--- config.mk ---
export PLATFORM = sky130hd
export DESIGN_NAME = neighbor_output_processor
export DESIGN_NICKNAME = d
export VERILOG_FILES = /design/src/rtl/ppu_pkg.sv /design/src/rtl/neighbor_output_processor_halo_scanner.sv /design/src/rtl/neighbor_output_processor.sv
export SDC_FILE = /design/constraint.sdc
export NUM_CORES = 1
export LEC_CHECK = 0
export BUFFER_PORTS_ARGS = -buffer_cell sky130_fd_sc_hd__buf_2
export CAP_MARGIN = 20
export CORE_AREA = 2 2 95 97
export DETAILED_ROUTE_END_ITERATION = 10
export DIE_AREA = 0 0 97 99
export PLACE_DENSITY = 0.79
export SYNTH_ARGS = -nofsm -noshare
export SYNTH_HDL_FRONTEND = slang
export SYNTH_SLANG_ARGS = --single-unit
--- constraint.sdc ---
create_clock -name clk -period 10.7 [get_ports clk]
set_clock_uncertainty 0.2 [all_clocks]
set_input_delay 0.535 -clock clk [delete_from_list [all_inputs] [get_ports clk]]
set_output_delay 0.535 -clock clk [all_outputs]
set_load 0.005 [all_outputs]
--- src/rtl/ppu_pkg.sv ---
// Shared PPU halo-exchange definitions: neighbor directions, transmit FSM states
// and the kernel-size to halo-width mapping.
package ppu_pkg;

   localparam int NEIGHBORS = 8;

   typedef enum logic [2:0] {
      DIR_N, DIR_NE, DIR_E, DIR_SE, DIR_S, DIR_SW, DIR_W, DIR_NW
   } neighbor_dir_e;

   typedef enum logic [1:0] {
      ST_IDLE, ST_READ, ST_SEND, ST_DONE
   } tx_state_e;

   function automatic logic [2:0] halo_width(input logic [2:0] kernel_size);
      return kernel_size >> 1;
   endfunction

endpackage

--- src/rtl/neighbor_output_processor_halo_scanner.sv ---
// Halo-band walker: holds the current (row,col), steps to the next halo position in
// raster order (skipping the interior) and reports which neighbors need the element.
module halo_scanner
   import ppu_pkg::*;
#(
   parameter int TILE_DIM = 16,
   parameter int CW       = 8
) (
   input  logic                 clk,
   input  logic                 reset_n,
   input  logic [2:0]           h_i,
   input  logic                 advance_i,
   output logic [CW-1:0]        row_o,
   output logic [CW-1:0]        col_o,
   output logic                 last_o,
   output logic [NEIGHBORS-1:0] dest_o
);

   logic [CW-1:0] row_q, row_d, col_q, col_d;
   logic [CW-1:0] h_w, far_w, edge_w;
   logic          north, south, west, east;

   assign h_w    = CW'(h_i);
   assign far_w  = CW'(TILE_DIM) - h_w;
   assign edge_w = CW'(TILE_DIM - 1);

   assign north  = row_q < h_w;
   assign south  = row_q >= far_w;
   assign west   = col_q < h_w;
   assign east   = col_q >= far_w;
   assign last_o = (row_q == edge_w) && (col_q == edge_w);
   assign row_o  = row_q;
   assign col_o  = col_q;

   always_comb begin
      dest_o         = '0;
      dest_o[DIR_N]  = north;
      dest_o[DIR_NE] = north & east;
      dest_o[DIR_E]  = east;
      dest_o[DIR_SE] = south & east;
      dest_o[DIR_S]  = south;
      dest_o[DIR_SW] = south & west;
      dest_o[DIR_W]  = west;
      dest_o[DIR_NW] = north & west;
   end

   // NOTE: next-state defaults are assigned first so no path through the block infers a latch.
   always_comb begin
      row_d = row_q;
      col_d = col_q;
      if (advance_i) begin
         if (last_o) begin
            row_d = '0;
            col_d = '0;
         end else if (col_q == edge_w) begin
            row_d = row_q + 1'b1;
            col_d = '0;
         end else if (!north && !south && (col_q == h_w - 1'b1)) begin
            col_d = far_w;
         end else begin
            col_d = col_q + 1'b1;
         end
      end
   end

   always_ff @(posedge clk or negedge reset_n) begin
      if (!reset_n) begin
         row_q <= '0;
         col_q <= '0;
      end else begin
         row_q <= row_d;
         col_q <= col_d;
      end
   end

endmodule

--- src/rtl/neighbor_output_processor.sv ---
// Transmit side of the PPU halo exchange: walks the halo band of the output tile, reads
// each element and writes non-zero values to every neighbor whose halo contains them.
module neighbor_output_processor
   import ppu_pkg::*;
#(
   parameter int BANK_COUNT = 32,
   parameter int TILE_SIZE  = 256,
   parameter int TILE_DIM   = 16,
   localparam int CW        = $clog2(TILE_SIZE),
   localparam int BW        = $clog2(BANK_COUNT)
) (
   input  logic                 clk,
   input  logic                 reset_n,
   input  logic [2:0]           kernel_size,
   input  logic                 channel_group_done,
   output logic [BW-1:0]        buffer_bank_read,
   output logic [CW-1:0]        buffer_bank_entry,
   input  logic [7:0]           buffer_data_read,
   input  logic [NEIGHBORS-1:0] neighbor_cts,
   input  logic [NEIGHBORS-1:0] neighbor_exchange_done,
   output logic [7:0]           neighbor_output_value [NEIGHBORS],
   output logic [CW-1:0]        neighbor_output_row [NEIGHBORS],
   output logic [CW-1:0]        neighbor_output_column [NEIGHBORS],
   output logic [NEIGHBORS-1:0] neighbor_output_write_enable,
   output logic                 exchange_done,
   output logic                 cycle_done
);

   localparam logic [2*CW-1:0] DIM_W   = (2*CW)'(TILE_DIM);
   localparam logic [2*CW-1:0] BANKS_W = (2*CW)'(BANK_COUNT);

   tx_state_e            state_q;
   logic [2:0]           h_q;
   logic                 exchange_done_q, cycle_done_q;
   logic [CW-1:0]        row, col;
   logic                 last;
   logic [NEIGHBORS-1:0] dest, strobe;
   logic                 data_nz, cts_ok, step;
   logic [2*CW-1:0]      lin;

   halo_scanner #(
      .TILE_DIM (TILE_DIM),
      .CW       (CW)
   ) u_scanner (
      .clk       (clk),
      .reset_n   (reset_n),
      .h_i       (h_q),
      .advance_i (step),
      .row_o     (row),
      .col_o     (col),
      .last_o    (last),
      .dest_o    (dest)
   );

   // The address follows the scanner registers, so it stays put while a send stalls.
   assign lin               = {{CW{1'b0}}, row} * DIM_W + {{CW{1'b0}}, col};
   assign buffer_bank_read  = BW'(lin % BANKS_W);
   assign buffer_bank_entry = CW'(lin / BANKS_W);

   assign data_nz = |buffer_data_read;
   assign cts_ok  = (neighbor_cts & dest) == dest;
   assign step    = (state_q == ST_SEND) && (!data_nz || cts_ok);
   assign strobe  = ((state_q == ST_SEND) && data_nz && cts_ok) ? dest : '0;

   // Strobes must coincide with the cycle CTS is seen high, so the lanes are combinational.
   always_comb begin
      for (int i = 0; i < NEIGHBORS; i++) begin
         neighbor_output_value[i]  = strobe[i] ? buffer_data_read : '0;
         neighbor_output_row[i]    = strobe[i] ? row : '0;
         neighbor_output_column[i] = strobe[i] ? col : '0;
      end
   end

   assign neighbor_output_write_enable = strobe;
   assign exchange_done                = exchange_done_q;
   assign cycle_done                   = cycle_done_q;

   // NOTE: all sequential state uses non-blocking assignments so every register samples pre-edge values.
   always_ff @(posedge clk or negedge reset_n) begin
      if (!reset_n) begin
         state_q         <= ST_IDLE;
         h_q             <= '0;
         exchange_done_q <= 1'b0;
         cycle_done_q    <= 1'b0;
      end else begin
         cycle_done_q <= 1'b0;
         case (state_q)
            ST_IDLE: begin
               if (channel_group_done) begin
                  h_q <= halo_width(kernel_size);
                  if (halo_width(kernel_size) == 3'd0) begin
                     state_q         <= ST_DONE;
                     exchange_done_q <= 1'b1;
                  end else begin
                     state_q <= ST_READ;
                  end
               end
            end
            ST_READ: state_q <= ST_SEND;
            ST_SEND: begin
               if (step && last) begin
                  state_q         <= ST_DONE;
                  exchange_done_q <= 1'b1;
               end else if (step) begin
                  state_q <= ST_READ;
               end
            end
            ST_DONE: begin
               if (&neighbor_exchange_done) begin
                  cycle_done_q    <= 1'b1;
                  exchange_done_q <= 1'b0;
                  state_q         <= ST_IDLE;
               end
            end
            default: state_q <= ST_IDLE;
         endcase
      end
   end

endmodule
### Word level (Yosys, flattened, before mapping)

Cells that the tools add are included.
Widths: inputs -> output; s select.

* register bits after elaboration: 22
* input bits: 30
* output and inout port bits: 215

* add/sub/neg operators: 5
* order comparisons: 4
* equality and inequality tests: 12
* muxes and demuxes: 43
* bitwise logic cells: 5
* reduce and logical (&&, ||, !) cells: 21

Operator list (count)
* $mux 8: 30
* $add 8x1->8 const B: 2
* $eq 8x4->1 const B: 2
* $eq 8x8->1: 2
* $ge 8x8->1: 2
* $lt 8x2->1: 2
* $add 12x8->13: 1
* $mux 2: 5
* $and 8x8->8: 1
* $pmux 2 s4: 1
* $reduce_and 8->1: 1
* $reduce_or 8->1: 1
* $logic_and 1x1->1: 7
* $mux 1: 6
* $ne 2x2->1 const B: 3
* $sub 5x2->6 const A: 1
* $reduce_and 5->1: 1
* $and 1x1->1: 4
* $eq 2x2->1 const B: 2
* $reduce_and 2->1: 2
* $logic_not 1->1: 3
* $logic_not 3->1: 1
* $ne 3x2->1 const B: 1
* $pmux 1 s3: 1
* 8 further kinds: 8

### Longest topological paths before layout

Gate-level depths: netlist (run 1).

* depth in word-level cells: 10
* depth in mapped cells: 15
* gate-level depth less buffers: 12

### Modules after synthesis

Synthesis (run 1) repeated with hierarchy kept, for this count alone.

* cell total of the unflattened synthesis: 491
* area, all modules: 3582.2 µm²

By module, submodules not included
* neighbor_output_processor: instances 1, cells each 316, area each 2187.1 µm², sequential area each 150.1 µm²
* halo_scanner: instances 1, cells each 175, area each 1395.1 µm², sequential area each 400.4 µm²

### Least setup slack after synthesis (run 1)

OpenSTA, ideal clock, no wires.

* path type: register to output
* start: register h_q[0]
* end: output port neighbor_output_column[32] in the netlist's numbering
* arrival time: 3124 ps
* path slack: 6841 ps
* stages on the path, launching flop included: 14
* buffers on the path: 2
* cell sequence: dfrtp_1 -> inv_1 -> ha_1 -> clkbuf_1 -> inv_1 -> ha_1 -> or4_4 -> a221oi_4 -> o311ai_4 -> a2111oi_4 -> and2_1 -> and2b_4 -> buf_4 -> and2_1

RTL lines
* start: declaration: RTL line neighbor_output_processor.sv:33 `logic [2:0] h_q;`
* start signal: assignment: RTL line neighbor_output_processor.sv:90 `h_q <= halo_width(kernel_size);`
* end: declaration: RTL line neighbor_output_processor.sv:23 `output logic [CW-1:0] neighbor_output_column [NEIGHBORS],`

==> flow_metrics.env, run 1 <==
export IMPL_synthCells=464
export IMPL_std_cell_rows=34
export IMPL_core_um2=8550
export IMPL_preCtsSetupSlack_ns=5.40
export IMPL_worst_setup_path_start_kind="flop"
export IMPL_insertion_delay_ns=0.28
export IMPL_pwr_density_cell_nw_per_um2=191
export IMPL_leakage_nw=2.69
export IMPL_grt_pass1_wl_um=20000
export IMPL_synth_seq_cells=22
export IMPL_max_stage_delay_ns=0.58
export IMPL_drv_cap=0
export IMPL_fin_setup_tns_ns=0
export IMPL_cts_htree_levels=1
export IMPL_cp_max_fo=59
export IMPL_async_flop_share=1.00
export IMPL_cp_cell_sequence="inv_1 -> ha_1 -> inv_1 -> ha_1 -> and4b_1 -> a31oi_1 -> o21a_1 -> o21ai_2 -> a2111oi_4 -> buf_4 -> and3_1 -> and2_1 -> buf_2"
export IMPL_grt_max_degree=60
export IMPL_clock_sinks=22
export IMPL_vias_per_cell=5.29
export IMPL_die_w_um=97
export IMPL_worstPathArrival_ns=4.57
export IMPL_rsz0062_at_grt="no"
export IMPL_yosysTopAreaCell="dfrtp_1"
export IMPL_port_buffers=207
export IMPL_mostFrequentLayoutCells="buf_2, and2_1, and3_1"
export IMPL_dpl_hpwl_um=9620
export IMPL_finalCritPeriodShare=0.495
export IMPL_cts_resized_gates=0
export IMPL_fin_crit_ns=5.30
export IMPL_setup_ws_ns=5.40
export IMPL_slowest_stage="and3_1"
export IMPL_drv_slew=0
export IMPL_ys_dominant_reg_cell="dfrtp_1"
export IMPL_layout_nets=683
export IMPL_timing_fmax_mhz=189
export IMPL_die_h_um=99
export IMPL_dieArea_um2=9600
export IMPL_io_pins=245
export IMPL_ant_nets=0
export IMPL_drt_wirelength_per_cell_um=17.3
export IMPL_holdCritPathClass="primary input to async pin"
export IMPL_status="finished clean"
export IMPL_syn2layout_area_growth_pct=26.4
export IMPL_cts_setup_buffers=0
export IMPL_wirelength_um=12900
export IMPL_drt_initial_drc_count=298
export IMPL_synth_cell_types=59
export IMPL_drc=0
export IMPL_setup_viol=0
export IMPL_path_clk_slew_ns=0.09
export IMPL_required_ns=9.97
export IMPL_synth_edff_count=0
export IMPL_drt_first_pass_iters=5
export IMPL_gp_congestion=0.919
export IMPL_tightest_slew_ns=0.993
export IMPL_grt_usage=0.258
export IMPL_cts_buffers=3
export IMPL_final_common_cell="buf_2"
export IMPL_synth_warnings=0
export IMPL_cts_path_max_buffers=2
export IMPL_layout_drive_gt1_share=0.367
export IMPL_antenna_found_initial=0
export IMPL_cts_root_buf="clkbuf_8"
export IMPL_crit_path_end_kind="output pin"
export IMPL_whs_ns=0.0267
export IMPL_ys_seq_area_frac=0.159
export IMPL_grt_remaining_overflow=0
export IMPL_ir_worst_vdd_uv=143
export IMPL_synthTopCellsByArea="dfrtp_1, and2_1, and3_1"
export IMPL_cts_tree="yes"
export IMPL_syn_area_per_cell_um2=7.44
export IMPL_start_util=0.404
export IMPL_hold_buffers=0
export IMPL_finalHoldViolCount=0
export IMPL_vias=3935
export IMPL_syn_cell_area_um2=3450
export IMPL_final_cells=744
export IMPL_dp_cells=738
export IMPL_critical_path_class="flop to output pin"
export IMPL_maxSlewHeadroom=0.333
export IMPL_grt_pass1_vias=3809
export IMPL_synth_top_area_frac=0.159
[worst max-delay path: cells and delay by family, from the launching register on]
kind / cells / cell delay [ns]
AOI/OAI and AO/OA: 4 / 1.22
and+or+nand+nor: 3 / 1.00
buffers and inverters: 4 / 0.91
adders and majority gates: 2 / 0.72
DFF: 1 / 0.41
[path summary, 6_finish.rpt]
path	from	endpoint	slack, ns	cells past startpoint
worst max-delay path	h_q[0]	neighbor_output_row[17]	5.40	13
worst min-delay path	reset_n	u_scanner.row_o[3]	0.03	1
worst max register to register	u_scanner.row_o[6]	u_scanner.row_o[1]	6.25	8
worst min register to register	exchange_done	exchange_done	0.39	1
max in group asynchronous	reset_n	h_q[0]	9.92	1
min in group clk	kernel_size[2]	h_q[1]	0.29	3
[sequential cells by signal, summed over array words and instances, names as in the netlist]
| register | cells |
|---|---|
| cycle_done | 1 |
| u_scanner.row_o | 8 |
| state_q | 2 |
| exchange_done | 1 |
| h_q | 2 |
| u_scanner.col_o | 8 |
[metal layers]
layer	wire length [um]	track usage	up-vias
li1	-	-	1862
met1	4940	0.323	1806
met2	6290	0.442	238
met3	1250	0.0397	29
met4	386	0.112	0
met5	0	0	-
[per-stage QoR]
step	util	area, um^2	power, W
after floorplan	-	3580	0.000582
after global placement	0.501	4280	0.000718
after detailed placement	0.501	4280	0.000743
after CTS	0.509	4350	0.000825
after global routing	0.510	4360	0.000905
final	0.510	4360	0.000832
[area by class of cell]
type,instances,area (um^2)
Antenna cell,1,2.50
Clock buffer,3,41.3
Clock inverter,1,30.0
Fill cell,836,4190
Inverter,16,60.1
Multi-Input combinational cell,383,2490
Sequential cell,22,551
Tap cell,108,135
Timing Repair Buffer,210,1060
[cell families (layout without fill, tap and decap cells)]
| family | after synthesis | count (layout) | synth area share |
|---|---|---|---|
| AO/OA/AOI/OAI | 51 | 51 | 0.113 |
| XOR/XNOR | 11 | 11 | 0.0279 |
| adder cells (fa/ha/maj) | 17 | 17 | 0.0638 |
| buffers and inverters | 94 | 230 | 0.158 |
| flip-flops | 22 | 22 | 0.159 |
| multiplexers | 6 | 6 | 0.0178 |
| other | 1 | 37 | 0.00109 |
| AND/OR/NAND/NOR | 262 | 262 | 0.458 |
[where the power goes]
group          switching, W  total (W)  internal [W]
Sequential        0.0000566   0.000161      0.000104
Combinational      0.000382   0.000591      0.000209
Clock             0.0000298  0.0000799     0.0000501
Total              0.000468   0.000832      0.000364
[synthesized netlist by cell type (10+ instances only)]
cell / n
ha_1: 16
nand3_1: 10
buf_4: 42
nor4_1: 10
and2_1: 81
nand2_1: 20
dfrtp_1: 22
inv_1: 14
nor3_1: 23
nor2_1: 19
clkbuf_1: 20
and3_1: 63
o21ai_0: 16
No activity file was read; power rests on OpenSTA's default activity.
==> run 2: changes to the inputs <==
--- a/config.mk
+++ b/config.mk
@@ -7,10 +7,10 @@
 export LEC_CHECK = 0
 export BUFFER_PORTS_ARGS = -buffer_cell sky130_fd_sc_hd__buf_2
 export CAP_MARGIN = 20
-export CORE_AREA = 2 2 95 97
+export CORE_AREA = 2 2 96 98
 export DETAILED_ROUTE_END_ITERATION = 10
-export DIE_AREA = 0 0 97 99
-export PLACE_DENSITY = 0.79
+export DIE_AREA = 0 0 98 100
+export PLACE_DENSITY = 0.78
 export SYNTH_ARGS = -nofsm -noshare
 export SYNTH_HDL_FRONTEND = slang
 export SYNTH_SLANG_ARGS = --single-unit
==> constraint.sdc (replaced) <==
create_clock -name clk -period 4.9 [get_ports clk]
set_clock_uncertainty 0.2 [all_clocks]
set_input_delay 0.245 -clock clk [delete_from_list [all_inputs] [get_ports clk]]
set_output_delay 0.245 -clock clk [all_outputs]
set_load 0.005 [all_outputs]
==> run 2 against run 1 <==
Net effect:
- first-iteration DRC count shrank 12%
- sequential power grew 120%
- cell count grew 0.94%
- count of clock-buffer cells in the layout is the same
- setup slack lost 5.0 ns
- largest power group unchanged
==> flow_metrics.env, run 2 (same netlist as run 1, synthesis figures left out) <==
export IMPL_syn2layout_area_growth_pct=27.6
export IMPL_port_buffers=207
export IMPL_vias_per_cell=5.23
export IMPL_fin_crit_ns=4.48
export IMPL_cts_htree_levels=1
export IMPL_internal_power_w=0.000823
export IMPL_antenna_found_initial=0
export IMPL_whs_ns=0.0120
export IMPL_drv_cap=0
export IMPL_rsz0062_at_grt="no"
export IMPL_pwr_density_cell_nw_per_um2=417
export IMPL_setup_viol=0
export IMPL_layout_drive_gt1_share=0.370
export IMPL_layout_nets=688
export IMPL_tightest_slew_ns=0.947
export IMPL_path_clk_slew_ns=0.08
export IMPL_p_sw_w=0.00101
export IMPL_worst_setup_path_start_kind="flop"
export IMPL_finalCritPeriodShare=0.914
export IMPL_status="finished clean"
export IMPL_clock_sinks=22
export IMPL_num_antenna_cells=0
export IMPL_cts_buffers=3
export IMPL_cts_setup_buffers=0
export IMPL_gp_congestion=0.894
export IMPL_cp_max_fo=13
export IMPL_nFillCells=850
export IMPL_core_um2=8890
export IMPL_leakage_nw=2.72
export IMPL_std_cell_rows=35
export IMPL_ant_nets=0
export IMPL_crit_path_end_kind="output pin"
export IMPL_pwr_share_seq=0.192
export IMPL_grt_max_degree=58
export IMPL_drc=0
export IMPL_power_share_clock=0.092
export IMPL_grt_pass1_vias=3479
export IMPL_cts_path_max_buffers=2
export IMPL_holdCritPathClass="primary input to flop"
export IMPL_critical_path_class="flop to output pin"
export IMPL_drt_initial_drc_count=262
export IMPL_combPwrFrac=0.715
export IMPL_vias=3928
export IMPL_drt_first_pass_iters=5
export IMPL_start_util=0.388
export IMPL_die_w_um=98
export IMPL_timing_fmax_mhz=223
export IMPL_final_common_cell="buf_2"
export IMPL_worstPathArrival_ns=4.03
export IMPL_io_pins=245
export IMPL_grt_remaining_overflow=0
export IMPL_cts_root_buf="clkbuf_8"
export IMPL_mostFrequentLayoutCells="buf_2, and2_1, and3_1"
export IMPL_die_h_um=100
export IMPL_drt_wirelength_per_cell_um=16.3
export IMPL_required_ns=4.45
export IMPL_wirelength_um=12300
export IMPL_p_sw_frac=0.551
export IMPL_drv_slew=0
export IMPL_cts_tree="yes"
export IMPL_dpl_hpwl_um=9390
export IMPL_finalHoldViolCount=0
export IMPL_grt_pass1_wl_um=18400
export IMPL_grt_usage=0.232
export IMPL_fin_setup_tns_ns=0
export IMPL_ir_worst_vdd_uv=249
export IMPL_final_util=0.496
export IMPL_insertion_delay_ns=0.26
export IMPL_dieArea_um2=9800
export IMPL_maxSlewHeadroom=0.369
## run 2: cell count changes in the layout (fill, tap and decap cells not counted), sizes merged
| cell | change |
|---|---|
| buf | +4 |
| diode | -1 |
| dlygate4sd3 | +1 |
## run 2: what timing repair did
action,in CTS,in global routing
hold endpoints to repair,22,0
hold buffers,1,0
gates resized for setup,0,0
## run 2: power groups by stage
stage               Clock [W]  Combinational [W]  Sequential, W
floorplan                   0           0.000991       0.000281
global placement            0            0.00126       0.000347
detailed placement          0            0.00130       0.000353
CTS                  0.000172            0.00130       0.000349
global route         0.000179            0.00145       0.000368
finish               0.000170            0.00131       0.000353
## run 2: final timing paths
| check | startpoint | endpoint | slack (ns) | depth (start not counted) |
|---|---|---|---|---|
| max reg2reg | u_scanner.row_o[6] | u_scanner.row_o[1] | 0.85 | 9 |
| max | h_q[0] | neighbor_output_value[52] | 0.42 | 12 |
| max in group asynchronous | reset_n | u_scanner.col_o[2] | 3.88 | 2 |
| min reg2reg | exchange_done | exchange_done | 0.37 | 1 |
| min in group asynchronous | reset_n | cycle_done | 0.28 | 2 |
| min | kernel_size[2] | h_q[1] | 0.01 | 3 |
## run 2: through the flow
stage               worst slack (ns)  cells  cell area (um^2)  total power, W
floorplan                       1.33    499              3580         0.00127
global placement               0.892    746              4320         0.00160
detailed placement             0.807    746              4320         0.00165
CTS                            0.503    751              4410         0.00182
global route                   0.239    751              4410         0.00200
finish                         0.422    751              4410         0.00184
## run 2: area by class of cell
type	instances	area, um^2	share of cell area
inverters	16	60.1	0.0136
repair buffers	215	1100	0.249
well taps	111	139	0.0315
clock inverters	1	30.0	0.00682
multi-input cells	383	2490	0.564
flip-flops and latches	22	551	0.125
clock buffers	3	41.3	0.00937
## run 2: worst max-delay path: stages, from the launching register on
cell      delay (ns)
dfrtp_1         0.40
inv_1           0.14
ha_1            0.39
inv_1           0.22
ha_1            0.25
or4_4           0.45
a221oi_4        0.29
o311ai_4        0.17
a211oi_4        0.38
nand3_4         0.17
nor3_2          0.56
and2_1          0.23
buf_2           0.11
## run 2: per-layer routing
layer	share of wire	GRT usage
met1	0.39	0.285
met2	0.50	0.417
met3	0.090	0.0397
met4	0.020	0.0726
met5	0	0
==> run 3: changes to the inputs <==
--- a/config.mk
+++ b/config.mk
@@ -7,10 +7,11 @@
 export LEC_CHECK = 0
 export BUFFER_PORTS_ARGS = -buffer_cell sky130_fd_sc_hd__buf_2
 export CAP_MARGIN = 20
-export CORE_AREA = 2 2 96 98
+export CORE_AREA = 2 2 95 97
 export DETAILED_ROUTE_END_ITERATION = 10
-export DIE_AREA = 0 0 98 100
-export PLACE_DENSITY = 0.78
+export DIE_AREA = 0 0 97 99
+export PLACE_DENSITY = 0.81
 export SYNTH_ARGS = -nofsm -noshare
 export SYNTH_HDL_FRONTEND = slang
+export SYNTH_HIERARCHICAL = 1
 export SYNTH_SLANG_ARGS = --single-unit
==> run 3 against run 2 <==
Net effect:
- sequential power shrank 22%
- power down 48%
- design area up 7.3%
- fmax about the same
- synthesized area grew 3.8%
- setup slack got worse by 0.0028 ns
- via count up 18%
- critical path depth increased by 3
==> flow_metrics.env, run 3 <==
export IMPL_layout_drive_gt1_share=0.388
export IMPL_drt_wirelength_per_cell_um=18.2
export IMPL_cts_htree_levels=1
export IMPL_required_ns=4.45
export IMPL_grt_remaining_overflow=0
export IMPL_async_flop_share=1.00
export IMPL_path_clk_slew_ns=0.08
export IMPL_ir_worst_vdd_uv=182
export IMPL_rsz0062_at_grt="no"
export IMPL_grt_pass1_vias=4110
export IMPL_holdCritPathClass="primary input to flop"
export IMPL_cts_path_max_buffers=2
export IMPL_crit_path_end_kind="output pin"
export IMPL_finalCritPeriodShare=0.914
export IMPL_wirelength_um=14700
export IMPL_final_cells=812
export IMPL_dpl_hpwl_um=10800
export IMPL_grt_max_degree=135
export IMPL_cts_tree="yes"
export IMPL_drv_cap=0
export IMPL_ys_dominant_reg_cell="dfrtp_1"
export IMPL_gp_congestion=0.975
export IMPL_worstReg2RegStart="h_q[0]"
export IMPL_mostFrequentLayoutCells="buf_2, and3_1, inv_1"
export IMPL_cp_max_fo=134
export IMPL_fin_setup_tns_ns=0
export IMPL_die_w_um=97
export IMPL_insertion_delay_ns=0.26
export IMPL_vias_per_cell=5.70
export IMPL_ant_nets=0
export IMPL_setup_viol=0
export IMPL_synth_cell_types=51
export IMPL_io_pins=245
export IMPL_crit_path_start="h_q[0]"
export IMPL_slowest_stage="buf_4"
export IMPL_drv_slew=0
export IMPL_multi_input_area_um2=2530
export IMPL_start_util=0.419
export IMPL_grt_usage=0.281
export IMPL_antenna_found_initial=0
export IMPL_synthTopCellsByArea="and3_1, dfrtp_1, buf_6"
export IMPL_drc=0
export IMPL_drt_first_pass_iters=5
export IMPL_drt_initial_drc_count=395
export IMPL_fin_crit_ns=4.48
export IMPL_leakage_nw=3.50
export IMPL_vias=4628
export IMPL_clock_sinks=22
export IMPL_setup_ws_ns=0.420
export IMPL_max_stage_delay_ns=0.73
export IMPL_preCtsSetupSlack_ns=0.592
export IMPL_yosysTopAreaCell="and3_1"
export IMPL_dp_cells=808
export IMPL_synth_seq_cells=22
export IMPL_core_um2=8550
export IMPL_critical_path_class="flop to output pin"
export IMPL_timing_fmax_mhz=223
export IMPL_status="finished clean"
export IMPL_cts_resized_gates=0
export IMPL_grt_pass1_wl_um=22000
export IMPL_cts_buffers=3
export IMPL_num_antenna_cells=0
export IMPL_syn_cell_area_um2=3580
export IMPL_regArea_um2=551
export IMPL_maxSlewHeadroom=0.369
export IMPL_synth_top_area_frac=0.351
export IMPL_cts_root_buf="clkbuf_8"
export IMPL_yosysMostFrequentCell="and3_1"
export IMPL_syn2layout_area_growth_pct=32.0
export IMPL_synthCells=491
export IMPL_synth_edff_count=0
export IMPL_cp_cell_sequence="inv_1 -> ha_1 -> ha_1 -> inv_1 -> ha_1 -> a21oi_1 -> a21oi_1 -> nor2_1 -> inv_1 -> nand2b_1 -> o2111ai_2 -> nor4_4 -> buf_4 -> and3_1 -> buf_2"
export IMPL_die_h_um=99
export IMPL_worstPathArrival_ns=4.04
export IMPL_finalHoldViolCount=0
export IMPL_ys_seq_area_frac=0.154
export IMPL_critical_path_top_delay_family="buffers and inverters"
export IMPL_pwr_density_cell_nw_per_um2=201
export IMPL_cts_setup_buffers=0
export IMPL_worst_setup_path_start_kind="flop"
export IMPL_tightest_slew_ns=0.939
export IMPL_std_cell_rows=34
export IMPL_synth_warnings=6
export IMPL_port_buffers=243
export IMPL_synth_common_cells="and3_1, inv_1, buf_6, clkbuf_1"
export IMPL_layout_nets=755
export IMPL_min_from="kernel_size[1]"
export IMPL_final_common_cell="buf_2"
export IMPL_path_buf_inv=5
export IMPL_syn_area_per_cell_um2=7.30
export IMPL_hold_buffers=1
export IMPL_dieArea_um2=9600
export IMPL_nFillCells=843
-- run 3: cell types whose count changed in the layout (fill, tap and decap cells not counted), sizes merged, moves of 5 or more --
cell,previous run,this run
conb,36,2
mux2i,5,0
nor3,26,4
buf,214,261
nor4,12,5
nand3,11,17
inv,15,30
and3,63,201
and2,81,11
o21ai,24,13
-- run 3: metal layers --
layer	up-vias	GRT usage	wire length, um
met1	2137	0.348	5670
met3	36	0.0404	1270
met5	-	0	0
met2	277	0.489	7290
met4	0	0.122	510
li1	2178	-	-
-- run 3: worst paths after layout --
kind	to	slack, ns	cells after the start
worst min-delay path	h_q[0]	0.06	2
min in group asynchronous	state_q[1]	0.28	2
max in group asynchronous	u_scanner/row_o[2]	3.87	2
worst max-delay path	neighbor_output_value[27]	0.42	15
worst min register to register	h_q[1]	0.35	1
worst max register to register	u_scanner/row_o[7]	0.54	20
-- run 3: final cells by class --
| cell class | instances | area share |
|---|---|---|
| inverters | 30 | 0.0238 |
| well taps | 108 | 0.0286 |
| clock buffers | 3 | 0.00873 |
| repair buffers | 262 | 0.288 |
| multi-input cells | 387 | 0.535 |
| flip-flops and latches | 22 | 0.116 |
-- run 3: cells by family (layout without fill, tap and decap cells) --
kind of cell / after synthesis / after routing / synth area share
xor+xnor: 12 / 12 / 0.0293
mux: 3 / 3 / 0.00943
flops: 22 / 22 / 0.154
other cells: 1 / 2 / 0.00105
buf+inv: 83 / 295 / 0.142
compound gates: 55 / 55 / 0.108
simple gates: 296 / 296 / 0.488
fa+ha+maj: 19 / 19 / 0.0685
-- run 3: per-stage QoR --
step | power, W | util | hold WS (ns) | instance area, um^2
floorplan | 0.000663 | - | -0.251 | 3590
global placement | 0.000803 | 0.547 | 0.0399 | 4680
detailed placement | 0.000825 | 0.547 | 0.0512 | 4680
CTS | 0.000941 | 0.553 | 0.0530 | 4730
finish | 0.000948 | 0.553 | 0.0578 | 4730
global route | 0.00103 | 0.553 | 0.0642 | 4730
-- run 3: where the power goes --
group / switching [W] / internal (W)
registers: 0.0000700 / 0.000205
logic: 0.000342 / 0.000220
clock network: 0.0000568 / 0.0000549
total: 0.000468 / 0.000480
